[src/rtl/regfile_wb_ctrl_if.sv]
// Bundle of issue, flush, writeback and register-file write signals around
// the scoreboard/writeback controller. The master side drives the block; the slave side is the block.
interface regfile_wb_ctrl_if;
    logic        iss_valid;
    logic [4:0]  iss_rs1;
    logic [4:0]  iss_rs2;
    logic [4:0]  iss_rd;
    logic        iss_rd_we;
    logic        iss_stall;
    logic        flush;

    logic        alu_wb_valid;
    logic [4:0]  alu_wb_rd;
    logic [31:0] alu_wb_data;
    logic        alu_wb_ready;

    logic        lsu_wb_valid;
    logic [4:0]  lsu_wb_rd;
    logic [31:0] lsu_wb_data;
    logic        lsu_wb_ready;

    logic        reg_write_en;
    logic [4:0]  rd_addr;
    logic [31:0] rd_data;
    logic [5:0]  sb_busy_cnt;

    modport master (
        output iss_valid, iss_rs1, iss_rs2, iss_rd, iss_rd_we, flush,
        output alu_wb_valid, alu_wb_rd, alu_wb_data,
        output lsu_wb_valid, lsu_wb_rd, lsu_wb_data,
        input  iss_stall, alu_wb_ready, lsu_wb_ready,
        input  reg_write_en, rd_addr, rd_data, sb_busy_cnt
    );

    modport slave (
        input  iss_valid, iss_rs1, iss_rs2, iss_rd, iss_rd_we, flush,
        input  alu_wb_valid, alu_wb_rd, alu_wb_data,
        input  lsu_wb_valid, lsu_wb_rd, lsu_wb_data,
        output iss_stall, alu_wb_ready, lsu_wb_ready,
        output reg_write_en, rd_addr, rd_data, sb_busy_cnt
    );
endinterface

[src/rtl/regfile_wb_ctrl.sv]
// Register scoreboard with two-channel writeback arbitration and a registered
// register-file write port.
//
// Arbitration pointer:
//   state   | meaning
//   PTR_ALU | ALU wins the next contended cycle (reset value)
//   PTR_LSU | LSU wins the next contended cycle
module regfile_wb_ctrl #(
    parameter int unsigned RR_EN = 1
) (
    input  logic              clk,
    input  logic              rst_n,
    regfile_wb_ctrl_if.slave  bus
);

    typedef enum logic {
        PTR_ALU = 1'b0,
        PTR_LSU = 1'b1
    } ptr_e;

    ptr_e        r_ptr;
    ptr_e        w_ptr_nxt;
    logic [31:0] r_busy;
    logic [31:0] w_busy_nxt;
    logic [5:0]  r_busy_cnt;
    logic [5:0]  w_busy_cnt_nxt;
    logic        r_we;
    logic [4:0]  r_rd_addr;
    logic [31:0] r_rd_data;

    logic        w_alu_gnt;
    logic        w_lsu_gnt;
    logic        w_wb_fire;
    logic        w_wb_write;
    logic [4:0]  w_wb_rd;
    logic [31:0] w_wb_data;
    logic        w_stall;
    logic        w_issue;
    logic        w_set;

    // Grants double as readies; both are forced low while reset is asserted.
    always_comb begin
        w_alu_gnt = 1'b0;
        w_lsu_gnt = 1'b0;
        w_ptr_nxt = r_ptr;
        if (rst_n) begin
            if (bus.alu_wb_valid && bus.lsu_wb_valid) begin
                if ((RR_EN != 0) && (r_ptr == PTR_LSU)) begin
                    w_lsu_gnt = 1'b1;
                end else begin
                    w_alu_gnt = 1'b1;
                end
            end else begin
                w_alu_gnt = bus.alu_wb_valid;
                w_lsu_gnt = bus.lsu_wb_valid;
            end
        end
        if (w_alu_gnt) begin
            w_ptr_nxt = PTR_LSU;
        end else if (w_lsu_gnt) begin
            w_ptr_nxt = PTR_ALU;
        end
    end

    assign w_wb_fire  = w_alu_gnt | w_lsu_gnt;
    assign w_wb_rd    = w_lsu_gnt ? bus.lsu_wb_rd   : bus.alu_wb_rd;
    assign w_wb_data  = w_lsu_gnt ? bus.lsu_wb_data : bus.alu_wb_data;
    assign w_wb_write = w_wb_fire && (w_wb_rd != 5'd0);

    assign w_stall = bus.iss_valid &&
                     (r_busy[bus.iss_rs1] || r_busy[bus.iss_rs2] ||
                      (bus.iss_rd_we && r_busy[bus.iss_rd]) || bus.flush);
    assign w_issue = bus.iss_valid && !w_stall;
    assign w_set   = w_issue && bus.iss_rd_we && (bus.iss_rd != 5'd0);

    // Clear first so a same-edge reservation of the written register survives.
    always_comb begin
        w_busy_nxt = r_busy;
        if (r_we) begin
            w_busy_nxt[r_rd_addr] = 1'b0;
        end
        if (w_set) begin
            w_busy_nxt[bus.iss_rd] = 1'b1;
        end
        if (bus.flush) begin
            w_busy_nxt = '0;
        end
        w_busy_nxt[0] = 1'b0;
    end

    always_comb begin
        w_busy_cnt_nxt = '0;
        for (int i = 0; i < 32; i++) begin
            w_busy_cnt_nxt = w_busy_cnt_nxt + 6'(w_busy_nxt[i]);
        end
    end

    always_ff @(posedge clk or negedge rst_n) begin
        if (!rst_n) begin
            r_ptr      <= PTR_ALU;
            r_busy     <= '0;
            r_busy_cnt <= '0;
            r_we       <= 1'b0;
            r_rd_addr  <= '0;
            r_rd_data  <= '0;
        end else begin
            r_ptr      <= w_ptr_nxt;
            r_busy     <= w_busy_nxt;
            r_busy_cnt <= w_busy_cnt_nxt;
            r_we       <= w_wb_write;
            if (w_wb_write) begin
                r_rd_addr <= w_wb_rd;
                r_rd_data <= w_wb_data;
            end
        end
    end

    assign bus.iss_stall    = w_stall;
    assign bus.alu_wb_ready = w_alu_gnt;
    assign bus.lsu_wb_ready = w_lsu_gnt;
    assign bus.reg_write_en = r_we;
    assign bus.rd_addr      = r_rd_addr;
    assign bus.rd_data      = r_rd_data;
    assign bus.sb_busy_cnt  = r_busy_cnt;

endmodule

[src/flat_wrapper.sv]
// flat-port wrapper written by rule: the top's interface ports become plain ports
module regfile_wb_ctrl_flat 
#(
    parameter int unsigned RR_EN = 1
)
  (clk, rst_n, bus_iss_valid, bus_iss_rs1, bus_iss_rs2, bus_iss_rd, bus_iss_rd_we, bus_flush, bus_alu_wb_valid, bus_alu_wb_rd, bus_alu_wb_data, bus_lsu_wb_valid, bus_lsu_wb_rd, bus_lsu_wb_data, bus_iss_stall, bus_alu_wb_ready, bus_lsu_wb_ready, bus_reg_write_en, bus_rd_addr, bus_rd_data, bus_sb_busy_cnt);
  regfile_wb_ctrl_if bus_i ();
  input  logic clk;
  input  logic rst_n;
  input wire logic [$bits(bus_i.iss_valid)-1:0] bus_iss_valid;
  input wire logic [$bits(bus_i.iss_rs1)-1:0] bus_iss_rs1;
  input wire logic [$bits(bus_i.iss_rs2)-1:0] bus_iss_rs2;
  input wire logic [$bits(bus_i.iss_rd)-1:0] bus_iss_rd;
  input wire logic [$bits(bus_i.iss_rd_we)-1:0] bus_iss_rd_we;
  input wire logic [$bits(bus_i.flush)-1:0] bus_flush;
  input wire logic [$bits(bus_i.alu_wb_valid)-1:0] bus_alu_wb_valid;
  input wire logic [$bits(bus_i.alu_wb_rd)-1:0] bus_alu_wb_rd;
  input wire logic [$bits(bus_i.alu_wb_data)-1:0] bus_alu_wb_data;
  input wire logic [$bits(bus_i.lsu_wb_valid)-1:0] bus_lsu_wb_valid;
  input wire logic [$bits(bus_i.lsu_wb_rd)-1:0] bus_lsu_wb_rd;
  input wire logic [$bits(bus_i.lsu_wb_data)-1:0] bus_lsu_wb_data;
  output wire logic [$bits(bus_i.iss_stall)-1:0] bus_iss_stall;
  output wire logic [$bits(bus_i.alu_wb_ready)-1:0] bus_alu_wb_ready;
  output wire logic [$bits(bus_i.lsu_wb_ready)-1:0] bus_lsu_wb_ready;
  output wire logic [$bits(bus_i.reg_write_en)-1:0] bus_reg_write_en;
  output wire logic [$bits(bus_i.rd_addr)-1:0] bus_rd_addr;
  output wire logic [$bits(bus_i.rd_data)-1:0] bus_rd_data;
  output wire logic [$bits(bus_i.sb_busy_cnt)-1:0] bus_sb_busy_cnt;
  assign bus_i.iss_valid = bus_iss_valid;
  assign bus_i.iss_rs1 = bus_iss_rs1;
  assign bus_i.iss_rs2 = bus_iss_rs2;
  assign bus_i.iss_rd = bus_iss_rd;
  assign bus_i.iss_rd_we = bus_iss_rd_we;
  assign bus_i.flush = bus_flush;
  assign bus_i.alu_wb_valid = bus_alu_wb_valid;
  assign bus_i.alu_wb_rd = bus_alu_wb_rd;
  assign bus_i.alu_wb_data = bus_alu_wb_data;
  assign bus_i.lsu_wb_valid = bus_lsu_wb_valid;
  assign bus_i.lsu_wb_rd = bus_lsu_wb_rd;
  assign bus_i.lsu_wb_data = bus_lsu_wb_data;
  assign bus_iss_stall = bus_i.iss_stall;
  assign bus_alu_wb_ready = bus_i.alu_wb_ready;
  assign bus_lsu_wb_ready = bus_i.lsu_wb_ready;
  assign bus_reg_write_en = bus_i.reg_write_en;
  assign bus_rd_addr = bus_i.rd_addr;
  assign bus_rd_data = bus_i.rd_data;
  assign bus_sb_busy_cnt = bus_i.sb_busy_cnt;
  regfile_wb_ctrl #(.RR_EN(RR_EN)) u_core (.clk(clk), .rst_n(rst_n), .bus(bus_i));
endmodule
[config.mk]
export PLATFORM = sky130hd
export DESIGN_NAME = regfile_wb_ctrl_flat
export DESIGN_NICKNAME = d
export VERILOG_FILES = /design/src/rtl/regfile_wb_ctrl_if.sv /design/src/rtl/regfile_wb_ctrl.sv /design/src/flat_wrapper.sv
export SDC_FILE = /design/constraint.sdc
export NUM_CORES = 1
export LEC_CHECK = 0
export CAP_MARGIN = 40
export CORE_ASPECT_RATIO = 0.7
export CORE_MARGIN = 2
export CORE_UTILIZATION = 50
export CTS_CLUSTER_SIZE = 8
export DETAILED_ROUTE_END_ITERATION = 8
export PLACE_DENSITY_LB_ADDON = 0.08
export SLEW_MARGIN = 40
export SYNTH_ARGS = -nofsm -noshare
export SYNTH_HDL_FRONTEND = slang
export SYNTH_SLANG_ARGS = --single-unit
[constraint.sdc]
create_clock -name clk -period 7.7 [get_ports clk]
set_clock_uncertainty 0.05 [all_clocks]
set_input_delay 1.925 -clock clk [delete_from_list [all_inputs] [get_ports clk]]
set_output_delay 1.925 -clock clk [all_outputs]
set_load 0.01 [all_outputs]
### Yosys cells after proc, flatten, opt, wreduce, memory -nomap -nowiden

Cells that the tools add are included.

* add/sub/neg operators: 30
* multiply operators: 0
* divide/modulo/power cells: 0
* order comparisons: 6
* equality and inequality tests: 0
* shift-type cells: 0
* mux-type cells: 23
* bitwise operators: 4
* reduce and logical (&&, ||, !) cells: 16

Operators by type and width (count)
* 6-bit by 1-bit adder with 6-bit output: 29
* 32-bit 2-to-1 mux: 4
* 32-bit AND: 1
* 32-bit NOT: 1
* 32-bit OR: 1
* 5-bit by 6-bit < comparator with 1-bit output (second input constant): 4
* 1-bit binary-select mux with 5-bit select: 3
* 1-bit 2-to-1 mux: 13
* 1-bit demux with 5-bit select: 2
* 5-bit by 1-bit >= comparator with 1-bit output (second input constant): 2
* 5-bit nonzero test: 2
* 1-bit logical AND: 9
* 5-bit 2-to-1 mux: 1
* 1-bit logical OR: 3
* 1-bit by 1-bit adder with 2-bit output: 1
* 2-bit nonzero test: 1
* 1-bit logical NOT: 1
* 1-bit OR: 1

* register bits: 76
* bits in latches: 0
* bits in writable memories: 0
* ROM bits: 0
* output and inout port bits: 47
* word-level logic and storage cells: 85
* memories kept: 0

### Depth between registers and ports, before layout

* depth after elaboration: 42
* mapped depth: 26
* gate-level depth less buffers: 23

### Worst setup path before layout

No wires, ideal clock.

* path kind: input -> register
* from: input port bus_iss_rs2[0]
* to: register u_core.r_busy_cnt[5], in the netlist u_core.bus.sb_busy_cnt[5]
* library setup time: 0.119 ns
* data arrival time: 7.988 ns
* required time: 7.531 ns
* path slack: -0.457 ns
* stages: 24
* path buffers: 2
* path through: buf_2 > mux4_2 > mux2i_1 > nor3b_1 > nor3_4 > nand3_4 > buf_6 > o41ai_2 > ha_1 > inv_1 > fa_1 > fa_1 > inv_1 > fa_1 > fa_1 > fa_1 > inv_1 > fa_1 > inv_1 > ha_1 > a21o_1 > a21oi_1 > nor2b_1 > o21a_1

* longest elaborated chain between the ends: 42

Ends and longest elaborated chain
* from (decl): RTL line flat_wrapper.sv:12 `input wire logic [$bits(bus_i.iss_rs2)-1:0] bus_iss_rs2;`
* 1-bit binary-select mux with 5-bit select: RTL line regfile_wb_ctrl.sv:71 `(r_busy[bus.iss_rs1] || r_busy[bus.iss_rs2] ||`
* 1-bit 2-to-1 mux (not written as such): RTL line regfile_wb_ctrl.sv:71
* 1-bit logical OR (2 in a row): RTL line regfile_wb_ctrl.sv:71
* 1-bit logical OR: RTL line regfile_wb_ctrl.sv:72 `(bus.iss_rd_we && r_busy[bus.iss_rd]) || bus.flush);`
* 1-bit logical AND: RTL line regfile_wb_ctrl.sv:70 `assign w_stall = bus.iss_valid &&`
* 1-bit logical NOT: RTL line regfile_wb_ctrl.sv:73 `assign w_issue = bus.iss_valid && !w_stall;`
* 1-bit logical AND: RTL line regfile_wb_ctrl.sv:73
* 1-bit logical AND (2 in a row): RTL line regfile_wb_ctrl.sv:74 `assign w_set = w_issue && bus.iss_rd_we && (bus.iss_rd != 5'd0);`
* 32-bit 2-to-1 mux: RTL line regfile_wb_ctrl.sv:82 `if (w_set) begin`
* 32-bit 2-to-1 mux: RTL line regfile_wb_ctrl.sv:85 `if (bus.flush) begin`
* net u_core.w_busy_nxt[2]: RTL line regfile_wb_ctrl.sv:24 `logic [31:0] w_busy_nxt;`
* 1-bit by 1-bit adder with 2-bit output: RTL line regfile_wb_ctrl.sv:94 `w_busy_cnt_nxt = w_busy_cnt_nxt + 6'(w_busy_nxt[i]);`
* 6-bit by 1-bit adder with 6-bit output (29 in a row): RTL line regfile_wb_ctrl.sv:94
* net u_core.w_busy_cnt_nxt[5]: RTL line regfile_wb_ctrl.sv:26 `logic [5:0] w_busy_cnt_nxt;`
* to (signal assigned): RTL line regfile_wb_ctrl.sv:109 `r_busy_cnt <= w_busy_cnt_nxt;`
* to (decl): RTL line regfile_wb_ctrl.sv:25 `logic [5:0] r_busy_cnt;`

The timed path passes the listed nets, and every way through them passes these cells. The select of a mux whose other input is x is not followed.
A chain may end at the register's enable or synchronous reset.

### Worst setup path after layout

* from: input port bus_iss_rd[0]
* to: register u_core.r_busy_cnt[4], in the netlist u_core.bus.sb_busy_cnt[4]

* longest elaborated chain between the ends: 42
* elaborated cells on any way between the ends: 49
* those cells by class: 30 x add/sub; 2 x order compare; 6 x mux; 1 x bitwise; 10 x reduce/logical

Ends and longest elaborated chain
* from (decl): RTL line flat_wrapper.sv:13 `input wire logic [$bits(bus_i.iss_rd)-1:0] bus_iss_rd;`
* 1-bit binary-select mux with 5-bit select: RTL line regfile_wb_ctrl.sv:72
* 1-bit 2-to-1 mux (not written as such): RTL line regfile_wb_ctrl.sv:72
* 1-bit logical AND: RTL line regfile_wb_ctrl.sv:72
* 1-bit logical OR: RTL line regfile_wb_ctrl.sv:71
* 1-bit logical OR: RTL line regfile_wb_ctrl.sv:72
* 1-bit logical AND: RTL line regfile_wb_ctrl.sv:70
* 1-bit logical NOT: RTL line regfile_wb_ctrl.sv:73
* 1-bit logical AND: RTL line regfile_wb_ctrl.sv:73
* 1-bit logical AND (2 in a row): RTL line regfile_wb_ctrl.sv:74
* 32-bit 2-to-1 mux *: RTL line regfile_wb_ctrl.sv:82
* 32-bit 2-to-1 mux *: RTL line regfile_wb_ctrl.sv:85
* net u_core.w_busy_nxt[2]: RTL line regfile_wb_ctrl.sv:24
* 1-bit by 1-bit adder with 2-bit output *: RTL line regfile_wb_ctrl.sv:94
* 6-bit by 1-bit adder with 6-bit output * (29 in a row): RTL line regfile_wb_ctrl.sv:94
* net u_core.w_busy_cnt_nxt[4]: RTL line regfile_wb_ctrl.sv:26

The timed path passes the listed nets; every way through them passes the cells marked *. The select of a mux whose other input is x is not followed.

==> impl_results.md <==
- Antenna Nets Post-Route: 0
- Final net count: 913
- Crit path to: u_core.bus.sb_busy_cnt[4]
- Via count: 5,600
- Layout cells sized above 1: 25.8%
- Design area: 0.00842 mm²
- Final min period: 7.80 ns
- Dpl hpwl: 14,100 µm
- Area leader, netlist: dfrtp_1
- #FFs+latches synth: 76
- Die Ht: 92.9 µm
- Critical Path End Type: flip-flop
- Setup ws final: -0.104 ns
- Core Box Area: 0.0110 mm²
- Adder-cell share of the synthesized area: 10.2%
- WL/cell: 20.3 µm
- Critical-path maximum fanout: 5
- Layout Cells excl Fill: 943
- Top cell type's share of synthesized area: 33.7%
- Worst Hold Class: reg2reg
- Max-Cap Viols: 0
- Data arrival, critical path: 7.98 ns
- R2R depth: 23
- Syn nets: 707
- Leak pwr: 3.65 nW
- Main combinational cell family by area after synthesis: compound AO/OA/AOI/OAI gates
- Final wirelength: 19,100 µm
- Synth top area cells: dfrtp_1 34%, fa_1 8.2%, nand2_1 6.9%, o41ai_2 6.3%, mux4_2 5.2%
- Synth Cell Area: 0.00564 mm²
- Status: finished, violations left
- Worst slew pin tran: 0.765 ns
- Clock Latency Late Sink: 0.34 ns
- Post-Route Utilization: 76.5%
- Worst Hold Depth: 1
- I/O pin total: 143
- Largest net degree at the start of global routing: 61
- M2 GR Usage: 48.7%
- Post-Synth Simple-Gate Area: 19.5%
- Met1 usage: 48.5%
- Failing checks: negative setup slack
- Synth Flop Type: dfrtp_1
- Wire length of the first global-routing pass: 30,300 µm
- Post-Synthesis Cells: 579
- DRT Pass-1 Iters: 5
- Place WS: -0.900 ns
- Power per cell area: 150 mW/mm²
- Setup violations, final: 2
- Port Buffer Count: 142
- Post-synth cell types: 60
- TritonCTS Buffers: 9
- Post-synthesis mux area share: 9.23%
- Placement Rows: 32
- Final Max Slew Viols: 0
- # DRC: 0
- Initial antenna violation count: 0
- Reg2Reg Setup Slack: 1.11 ns
- Die X: 131 µm
- Critical Path RT: 7.87 ns
- Placed Area: 0.00770 mm²
- Clock buffer depth: 2
- CTS Sinks: 76
- RR Startpoint: u_core.r_busy[13]
- Post-synth EDFFs: 0
- Sequential area share after synthesis: 33.7%
- Total routing usage reported by global routing: 32.8%
- Unrepaired setup endpoints after global routing: true
- Initial Utilization: 51.2%
- Worst Setup SP: bus_iss_rd[0]
- CTS Root Cell: clkbuf_16
- Post-synthesis compound-gate area fraction: 20.8%
- GR peak layer: met2
- CTS clk-pin slew, worst paths: 0.07 ns
- WHS: 0.455 ns
- Slew headroom: 48.9%
- Fmax achieved: 128 MHz
- Ys Warns: 0
- Worst r2r dst: u_core.bus.sb_busy_cnt[4]
- Post-Synth XOR/XNOR Area: 0.466%
- Die area: 0.0122 mm²
- Vias per cell: 5.94
- FFs w/ async S/R, synth: 100%
- Met3 GRT Util: 7.91%
- Worst setup path class: in2reg
- Fillers: 761
- H-Tree Depth: 3
- TritonCTS clock tree: done
- Final Cycle Share: 101%
- Mean Syn Cell Area: 9.74 µm²
- Ant diodes: 0
- Initial DRC count: 412
- Final hold vios: 0
- Startpoint class of the critical path: input pin
- Area grow syn2layout: 49.3%
- Grt ovf: 0
- GPL Wtd Cong: 1.04
- Placed insts: 909
- Hold buffer count at CTS: 0
- Vias in the first global route: 5,536
- Peak VDD IR: 0.119 mV
critical path: stages:
cell and delay, ns:
buf_4 0.10, mux4_2 0.53, o2bb2ai_4 0.15, a221oi_4 0.32, o221ai_4 0.20, buf_6 0.17, o41ai_4 0.35, ha_1 0.31
inv_2 0.07, fa_1 0.46, fa_2 0.56, fa_2 0.44, fa_2 0.42, fa_1 0.50, inv_2 0.04, fa_1 0.48
ha_2 0.19, inv_2 0.04, fa_2 0.36, inv_2 0.05, a21o_1 0.12, a21oi_2 0.06, xnor2_1 0.13
through the flow:
stage	TNS [ns]	power [mW]
after CTS	-1.16	1.26
final	-0.203	1.26
after floorplan	-0.185	0.625
after detailed placement	-4.34	0.827
after global placement	-3.67	0.821
after global routing	-0.782	1.32
metal layers:
layer,vias up,share of wire (%)
li1,2525,-
met1,2758,44
met2,285,45
met3,32,10
met4,0,1.8
met5,-,0
synth_stat cells (2+ instances only):
cell,n
o211a_1,2
or2_2,4
mux2i_1,16
nand2b_1,7
a31oi_1,37
o21ai_0,18
mux2_1,5
nor2_1,45
nor3_1,2
a22oi_1,2
dfrtp_1,76
nor3b_1,5
o41ai_1,8
clkbuf_1,19
nor2b_1,24
o41ai_2,22
nand3b_1,17
o2bb2ai_1,2
o41a_1,14
o2111ai_1,2
o211ai_1,2
buf_4,2
buf_1,7
inv_1,31
or4_1,2
nand3_1,9
xnor2_1,3
a2111oi_0,2
a21o_1,2
fa_1,23
a21boi_0,2
mux4_2,13
a21oi_1,5
buf_6,7
ha_1,9
buf_2,7
nand2_1,103
logic make-up after synthesis:
family / after synthesis
simple gates: 227
fa+ha+maj: 32
flops: 76
xor+xnor: 3
mux: 35
buf+inv: 74
compound gates: 132
registers in the layout, summed over array words and instances (netlist names):
name / flops
u_core.bus.reg_write_en: 1
u_core.r_busy: 31
u_core.bus.rd_addr: 5
u_core.bus.rd_data: 32
u_core.bus.sb_busy_cnt: 6
u_core.r_ptr: 1
how the worst min path moves through the flow:
| stage | endpoint | start | slack [ns] |
|---|---|---|---|
| 2_1_floorplan | u_core.r_ptr | u_core.r_ptr | 0.42 |
| 3_3_place_gp | u_core.r_ptr | u_core.r_ptr | 0.44 |
| 3_5_place_dp | u_core.r_ptr | u_core.r_ptr | 0.45 |
| 4_1_cts | u_core.r_ptr | u_core.r_ptr | 0.45 |
| 5_1_grt | u_core.r_ptr | u_core.r_ptr | 0.47 |
| 6_report | u_core.r_ptr | u_core.r_ptr | 0.46 |
cell type report:
type / instances / area [µm²] / area share (%)
multi-input combinational: 429 / 3660 / 43.5
clock inverter: 6 / 63.8 / 0.758
sequential: 76 / 1900 / 22.6
timing repair buffer: 237 / 2250 / 26.7
clock buffer: 10 / 229 / 2.72
tap: 153 / 191 / 2.27
inverter: 32 / 120 / 1.43
cell usage in the layout (no fill, tap or decap), types with 17 or more instances in the layout:
cell type | netlist | layout
clkdlybuf4s50_1 | 0 | 130
o21ai_0 | 18 | 18
dfrtp_1 | 76 | 76
nor2b_1 | 24 | 23
inv_1 | 31 | 20
nor2_1 | 45 | 44
a31oi_1 | 37 | 37
nand3b_1 | 17 | 17
buf_4 | 2 | 84
nand2_1 | 103 | 103
report_power, final:
| part | switching, mW | leakage, nW | internal (mW) | total (mW) |
|---|---|---|---|---|
| clock network | 0.171 | 0.139 | 0.251 | 0.422 |
| registers | 0.0330 | 0.952 | 0.442 | 0.475 |
| logic | 0.171 | 2.56 | 0.193 | 0.364 |
| total | 0.375 | 3.65 | 0.886 | 1.26 |
timing repair:
item                                    CTS  global route
pin swaps                                19            43
endpoints found under the setup margin    5             5
gates cloned                              2             0
setup buffers                            11             7
gates resized for setup                  34            65
No activity file was read; power rests on OpenSTA's default activity.
